File: src/rtl/seq_chain_ctrl.sv
// rtl/seq_chain_ctrl.sv - chained serial pattern hunter with per-stage timeout and result handshake
// Define SEQ_CHAIN_MATCH_CNT_EN to add the saturating match_cnt output.
module seq_chain_ctrl #(
    parameter int  SEQ_W      = 5,
    parameter int  NUM_STAGES = 4,
    parameter int  TMO_W      = 8,
    localparam int STG_W      = $clog2(NUM_STAGES)
) (
    input  logic             clk,
    input  logic             resetn,
    input  logic             cfg_we,
    input  logic [STG_W-1:0] cfg_addr,
    input  logic [SEQ_W-1:0] cfg_pat,
    input  logic [STG_W-1:0] cfg_last,
    input  logic [TMO_W-1:0] cfg_timeout,
    input  logic             start,
    input  logic             abort,
    input  logic             din,
    input  logic             din_valid,
    output logic             busy,
    output logic             res_valid,
    input  logic             res_ready,
    output logic [1:0]       res_status,
    output logic [STG_W-1:0] res_stage
`ifdef SEQ_CHAIN_MATCH_CNT_EN
    ,
    output logic [15:0]      match_cnt
`endif
);

    localparam int FILL_W = $clog2(SEQ_W + 1);

    typedef enum logic [1:0] {
        S_IDLE   = 2'd0,
        S_HUNT   = 2'd1,
        S_RESULT = 2'd2
    } state_t;

    state_t             r_state;
    state_t             w_state_next;

    logic [SEQ_W-1:0]   r_table [NUM_STAGES];
    logic [SEQ_W-1:0]   r_seq;
    logic [FILL_W-1:0]  r_fill;
    logic [TMO_W-1:0]   r_timer;
    logic [STG_W-1:0]   r_stage;
    logic [STG_W-1:0]   r_last;
    logic [TMO_W-1:0]   r_tmo;
    logic [1:0]         r_res_status;
    logic [STG_W-1:0]   r_res_stage;

    logic [SEQ_W-1:0]   w_seq_next;
    logic [FILL_W-1:0]  w_fill_next;
    logic [TMO_W-1:0]   w_timer_next;
    logic               w_match;
    logic               w_tmo_hit;
    logic               w_res_load;
    logic [1:0]         w_res_status;
    logic               w_stage_adv;
    logic               w_cnt_inc;

    assign w_seq_next   = din_valid ? {r_seq[SEQ_W-2:0], din} : r_seq;
    assign w_fill_next  = (din_valid && (r_fill != FILL_W'(SEQ_W))) ? r_fill + 1'b1 : r_fill;
    // Fill guard: a stale all-zero shift register must not match before SEQ_W fresh bits.
    assign w_match      = din_valid && (w_fill_next == FILL_W'(SEQ_W)) &&
                          (w_seq_next == r_table[r_stage]);
    assign w_timer_next = r_timer + 1'b1;
    assign w_tmo_hit    = (r_tmo != '0) && (w_timer_next == r_tmo);

    assign busy       = (r_state != S_IDLE);
    assign res_valid  = (r_state == S_RESULT);
    assign res_status = r_res_status;
    assign res_stage  = r_res_stage;

    always_ff @(posedge clk) begin
        if (!resetn) begin
            r_state <= S_IDLE;
        end else begin
            r_state <= w_state_next;
        end
    end

    // Priority inside HUNT: abort, then match, then timeout.
    always_comb begin
        w_state_next = r_state;
        w_res_load   = 1'b0;
        w_res_status = 2'b00;
        w_stage_adv  = 1'b0;
        w_cnt_inc    = 1'b0;
        case (r_state)
            S_IDLE: begin
                if (start) begin
                    w_state_next = S_HUNT;
                end
            end
            S_HUNT: begin
                if (abort) begin
                    w_res_load   = 1'b1;
                    w_res_status = 2'b10;
                end else if (w_match) begin
                    w_cnt_inc = 1'b1;
                    if (r_stage == r_last) begin
                        w_res_load   = 1'b1;
                        w_res_status = 2'b00;
                    end else begin
                        w_stage_adv = 1'b1;
                    end
                end else if (w_tmo_hit) begin
                    w_res_load   = 1'b1;
                    w_res_status = 2'b01;
                end
                if (w_res_load) begin
                    w_state_next = S_RESULT;
                end
            end
            S_RESULT: begin
                if (res_ready) begin
                    w_state_next = S_IDLE;
                end
            end
            default: begin
                w_state_next = S_IDLE;
            end
        endcase
    end

    always_ff @(posedge clk) begin
        if (!resetn) begin
            for (int i = 0; i < NUM_STAGES; i++) begin
                r_table[i] <= '0;
            end
            r_seq        <= '0;
            r_fill       <= '0;
            r_timer      <= '0;
            r_stage      <= '0;
            r_last       <= '0;
            r_tmo        <= '0;
            r_res_status <= '0;
            r_res_stage  <= '0;
        end else begin
            case (r_state)
                S_IDLE: begin
                    if (cfg_we) begin
                        r_table[cfg_addr] <= cfg_pat;
                    end
                    if (start) begin
                        r_last  <= cfg_last;
                        r_tmo   <= cfg_timeout;
                        r_seq   <= '0;
                        r_fill  <= '0;
                        r_stage <= '0;
                        r_timer <= '0;
                    end
                end
                S_HUNT: begin
                    // Shift register survives a stage advance so patterns may overlap.
                    r_seq   <= w_seq_next;
                    r_fill  <= w_fill_next;
                    r_timer <= w_stage_adv ? '0 : w_timer_next;
                    if (w_stage_adv) begin
                        r_stage <= r_stage + 1'b1;
                    end
                    if (w_res_load) begin
                        r_res_status <= w_res_status;
                        r_res_stage  <= r_stage;
                    end
                end
                default: begin
                end
            endcase
        end
    end

`ifdef SEQ_CHAIN_MATCH_CNT_EN
    logic [15:0] r_match_cnt;

    always_ff @(posedge clk) begin
        if (!resetn) begin
            r_match_cnt <= '0;
        end else if (w_cnt_inc && (r_match_cnt != 16'hFFFF)) begin
            r_match_cnt <= r_match_cnt + 16'd1;
        end
    end

    assign match_cnt = r_match_cnt;
`endif

endmodule

File: config.mk
export PLATFORM = sky130hd
export DESIGN_NAME = seq_chain_ctrl
export DESIGN_NICKNAME = d
export VERILOG_FILES = /design/src/rtl/seq_chain_ctrl.sv
export SDC_FILE = /design/constraint.sdc
export NUM_CORES = 1
export LEC_CHECK = 0
export CAP_MARGIN = 30
export CORE_UTILIZATION = 50
export DETAILED_ROUTE_END_ITERATION = 8
export PLACE_DENSITY = 0.68
export SLEW_MARGIN = 20
export SYNTH_ARGS = -nofsm -noshare
export SYNTH_HDL_FRONTEND = slang
export SYNTH_SLANG_ARGS = --single-unit
File: constraint.sdc
create_clock -name clk -period 8.1 [get_ports clk]
set_clock_uncertainty 0.15 [all_clocks]
set_input_delay 1.215 -clock clk [delete_from_list [all_inputs] [get_ports clk]]
set_output_delay 1.215 -clock clk [all_outputs]
set_load 0.02 [all_outputs]
# After elaboration in Yosys (flattened, before gate mapping)
# Memories as Yosys holds them, arrays and structs flattened. A register that Yosys moved wholly into a read port is not among the register bits.
# Index checks and enable logic that the tools add are counted.
classes:
  add_sub_neg: 3
  eq_ne: 11
  n_mux: 39
  n_reduce_logical: 14
ops:
  columns: ["op", "n"]
  rows:
  - ["$mux W1", 18]
  - ["$mux W2", 9]
  - ["$mux W8", 2]
  - ["$pmux W8 S2", 1]
  - ["$mux W5", 3]
  - ["$pmux W5 S2", 1]
  - ["$add A8 B1 Y8 const B", 1]
  - ["$eq A8 B8 Y1", 1]
  - ["$reduce_bool A8 Y1", 1]
  - ["$mux W3", 2]
  - ["$pmux W2 S3", 1]
  - ["$pmux W3 S2", 1]
  - ["$reduce_and A2 Y1", 3]
  - ["$reduce_and A3 Y1", 2]
  - ["$eq A5 B5 Y1", 1]
  - ["$reduce_or A5 Y1", 1]
  - ["$logic_and A1 B1 Y1", 4]
  - ["$ne A2 B1 Y1 const B", 2]
  - ["$ne A2 B2 Y1 const B", 2]
  - ["$pmux W2 S2", 1]
  - ["$reduce_bool A2 Y1", 2]
  - ["$add A3 B1 Y3 const B", 1]
  - ["$eq A3 B3 Y1 const B", 1]
  - ["$ne A3 B3 Y1 const B", 1]
  - ["other kinds (5)", 5]
totals:
  regBits: 34
  ramBits: 20
  input_bits: 25
  out_inout_bits: 6
  elab_cells: 77
  mem_count: 1
memory_table:
  columns: ["memory", "words", "width", "rd", "rd_clocked_by_memory_dff", "write_ports", "line", "source"]
  rows:
  - ["r_table", 4, 5, 1, 1, 4, "42", "logic [SEQ_W-1:0] r_table [NUM_STAGES];"]

# Depth between registers and ports, before layout
depth:
  word_depth: 13
  mapped_depth: 9
  depth_no_buf: 9

# Worst setup path before layout
# No wires, ideal clock.
synth_path:
  path_type: "input port to flip-flop"
  start: "input din_valid"
  end: "register r_timer[4]"
  setup_ps: 120
  arrival_time_ps: 2899
  t_required_ps: 7830
  slack_ps: 4931
  stages: 8
  path_buffers: 1
  path_cell_list: "clkbuf_1 -> inv_1 -> a211o_1 -> a221oi_2 -> nand3_2 -> o311ai_4 -> nor2_1 -> a211o_1"
synth_via:
  elab_chain_len: 10
  elab_cells_between_ends: 12
  classes_between: "2 x eq/ne; 7 x mux; 3 x reduce/logical"
synth_lines:
  columns: ["item", "line", "source"]
  rows:
  - ["from (decl)", "19", "input logic din_valid,"]
  - ["$logic_and A1 B1 Y1", "63", "assign w_fill_next = (din_valid && (r_fill != FILL_W'(SEQ_W))) ? r_fill + 1'b1 : r_fill;"]
  - ["$mux W3", "63", null]
  - ["$eq A3 B3 Y1", "65", "assign w_match = din_valid && (w_fill_next == FILL_W'(SEQ_W)) &&"]
  - ["$logic_and A1 B1 Y1", "65", null]
  - ["$logic_and A1 B1 Y1 *", "65", null]
  - ["$mux W1 *", "100", "end else if (w_match) begin"]
  - ["$mux W1 *", "97", "if (abort) begin"]
  - ["$mux W1 *", "90", "case (r_state)"]
  - ["$mux W8 *", "159", "r_timer <= w_stage_adv ? '0 : w_timer_next;"]
  - ["$pmux W8 S2 *", "141", "case (r_state)"]
  - ["to (signal assigned)", "159", null]
  - ["to (decl)", "45", "logic [TMO_W-1:0] r_timer;"]
# Every way passes the cells marked *; elsewhere a longest branch is shown, timed or not.
# A chain may end at the register's enable or synchronous reset.

# Final worst setup path
# Ends and elaborated chain as after synthesis.

==> reports/results.txt <==
DR vias: 2115
reg-to-reg endpoint: res_stage[0]
DRT Pass-1 Iters: 4
Mapped Area: 2850 um2
first-pass GRT wire length: 9130 um
slew margin rel.: 43.8%
post-synth top area share: 24.6%
# hold bufs at CTS: 0
Post-synth EDFFs: 20
final period utilization: 42.2%
area of the multi-input gates: 1470 um2
Reg2Reg Setup Slack: 4730 ps
Hold Path Class: register to register
main area contributors after synthesis: dfxtp_1 (25%), edfxtp_1 (21%), nand2_1 (5.9%)
post-synthesis cell type count: 51
Worst-Skew Late Latency: 310 ps
htree depth: 2
final cell count without fillers: 392
final net count: 347
IO Port Bufs: 30
maxcap violations: 0
worst reg2reg startpoint: r_timer[0]
row cnt: 27
hold path cells: 2
total grt overflow: 0
crit start category: input pin
most frequent cells in the layout: nand2_1 (45), dfxtp_1 (35), clkdlybuf4s50_1 (30)
Tightest Pin Transition: 841 ps
Post-Route WL: 5360 um
Register-to-Register Path Depth: 8
sequential fraction of the synthesis area: 45.6%
diode count: 0
Seq pwr share: 57.6%
Clock Path Buffers: 2
Synth async-reset ratio: 0%
CTS Buf Count: 5
placed cell areas: 3200 um2
routed len/inst: 13.7 um
Synth Instances: 293
Antenna Nets Post-Route: 0
crit path max fanout: 8
total power: 529 uW
post-synthesis adder-cell area fraction: 1.32%
syn nets: 321
maximum clock rate: 293 MHz
commonest non-fill, non-tap cell in the layout: nand2_1
Worst-path clk slew: 100 ps
share of layout cells above drive strength 1: 7.19%
Sequential cell area: 1300 um2
final setup fails: 0
Slew Viols, Final: 0
Lkg Pwr: 1.17 nW
CTS root buf: clkbuf_8
Synth Area in Compound Gates: 15.3%
min-delay src: res_stage[0]
Primary FF master, synth: dfxtp_1
combinational share of power: 13.4%
# IOs: 31
peak supply drop: 121 uV
CTS resizes: 0
Synth Register Bits: 55
Area Growth Syn to Fin: 15.4%
mux contribution to synthesized area: 5.70%
Starting Density: 51.8%
NetSw: 137 uW
DRC: 0
Synth area leader: dfxtp_1
RSZ-0062 raised after global routing: false
post-DP HPWL: 4070 um
fill cell count: 493
height of the chip: 77.5 um
simple-gate share of the synthesized area: 24.7%
Slowest-stage cell, CP: clkdlybuf4s50_1
CP arrival: 3470 ps
Setup CP Type: input pin to register
largest net degree at the start of global routing: 42
Inst Count DP: 384
clk sink count: 55
worst setup slack after layout: 4680 ps
CTS tree: done
post-layout min period: 3420 ps
post-CTS setup buffer count: 0
vias in the first global route: 2007
setup_tns: 0 ps
Crit. End Element: register
Vias per Instance: 5.40
final hold violation count: 0
crit-path max cell delay: 650 ps
GPL Wtd Cong: 0.757
clock share of power: 29.0%
largest family of logic cells by synthesized area: simple AND/OR/NAND/NOR gates
core area: 5510 um2
crit-path cells: clkdlybuf4s50_1 > inv_1 > a211o_1 > a221oi_2 > nand3_2 > o311ai_4 > nor2_1 > a211o_1
area of the die: 6010 um2
Sw Ratio: 25.8%
final instance area: 3290 um2
Synth Area per Inst: 9.74 um2
DRT iter0 DRCs: 104
hold endpoint: res_stage[0]
aggregate global-route resource usage: 19.2%
Ys Warns: 0
die width: 77.5 um
PwrDens: 161 nW/um2
xor and xnor fraction of the mapped netlist area: 4.52%
status: completed
WP data required: 8150 ps
Cell Int Power: 392 uW
Post-Place Setup Slack: 4360 ps
initial antenna violation count: 0
cell mode on critical path: a211o_1
## power groups by stage
stage	combinational [mW]	clock, mW	sequential [mW]
floorplan	0.0449	0	0.309
global placement	0.0706	0	0.311
detailed placement	0.0713	0	0.311
CTS	0.0717	0.157	0.305
global route	0.0790	0.168	0.306
finish	0.0710	0.153	0.305
## cell families (layout without fill, tap and decap cells)
group	after synthesis	in the layout
buffers and inverters	20	47
XOR/XNOR	13	13
flip-flops	55	55
AND/OR/NAND/NOR	134	134
adder cells (fa/ha/maj)	3	3
multiplexers	10	10
AO/OA/AOI/OAI	58	58
## per-stage QoR
| step | hold slack (ps) | utilization [%] |
|---|---|---|
| global placement | 296 | 58.1 |
| global route | 352 | 59.8 |
| finish | 317 | 59.8 |
| detailed placement | 310 | 58.1 |
| CTS | 324 | 59.8 |
| floorplan | 305 | - |
## synthesized netlist by cell type, drive strengths merged, types with 6 or more instances
library cell,count
nor2,11
inv,8
nand3,16
edfxtp,20
and2,25
o21ai,12
clkbuf,9
a21oi,6
a21boi,13
dfxtp,35
nand2b,7
nor2b,11
nand2,45
xor2,7
## worst max-delay path, delay by kind of cell
family                 cells  cell delay [ps]
AOI/OAI and AO/OA          4             1220
and+or+nand+nor            2              280
buffers and inverters      2              750
## layer usage
| metal | track usage [%] | share of wire [%] |
|---|---|---|
| met3 | 4.12 | 2.7 |
| met5 | 0 | 0 |
| met1 | 23.6 | 47 |
| met4 | 4.91 | 0.90 |
| met2 | 33.9 | 50 |
## sequential cells by signal, indices dropped and copies added, names as in the netlist, named ones only
name        count
r_fill          3
r_stage         2
r_table        20
r_seq           4
res_status      2
r_state         2
res_stage       2
r_timer         8
r_tmo           8
r_last          2
## worst max-delay path by stage
stage / startpoint / endpoint / slack [ps] / cells after the start
after detailed placement: din_valid / r_timer[4] / 4360 / 8
final: din_valid / r_timer[4] / 4680 / 8
after floorplan: din_valid / r_timer[4] / 4930 / 8
after global routing: r_timer[0] / res_stage[0] / 4480 / 8
after global placement: din_valid / r_timer[4] / 4420 / 8
after CTS: din_valid / r_timer[4] / 4680 / 8
## final cells by class
| class | instances | share of cell area (%) |
|---|---|---|
| Sequential cell | 55 | 39.5 |
| Clock buffer | 5 | 2.09 |
| Inverter | 8 | 0.912 |
| Clock inverter | 3 | 0.760 |
| Tap cell | 72 | 2.74 |
| Multi-Input combinational cell | 218 | 44.6 |
| Timing Repair Buffer | 31 | 9.35 |
(Power assumes the default switching activity.)
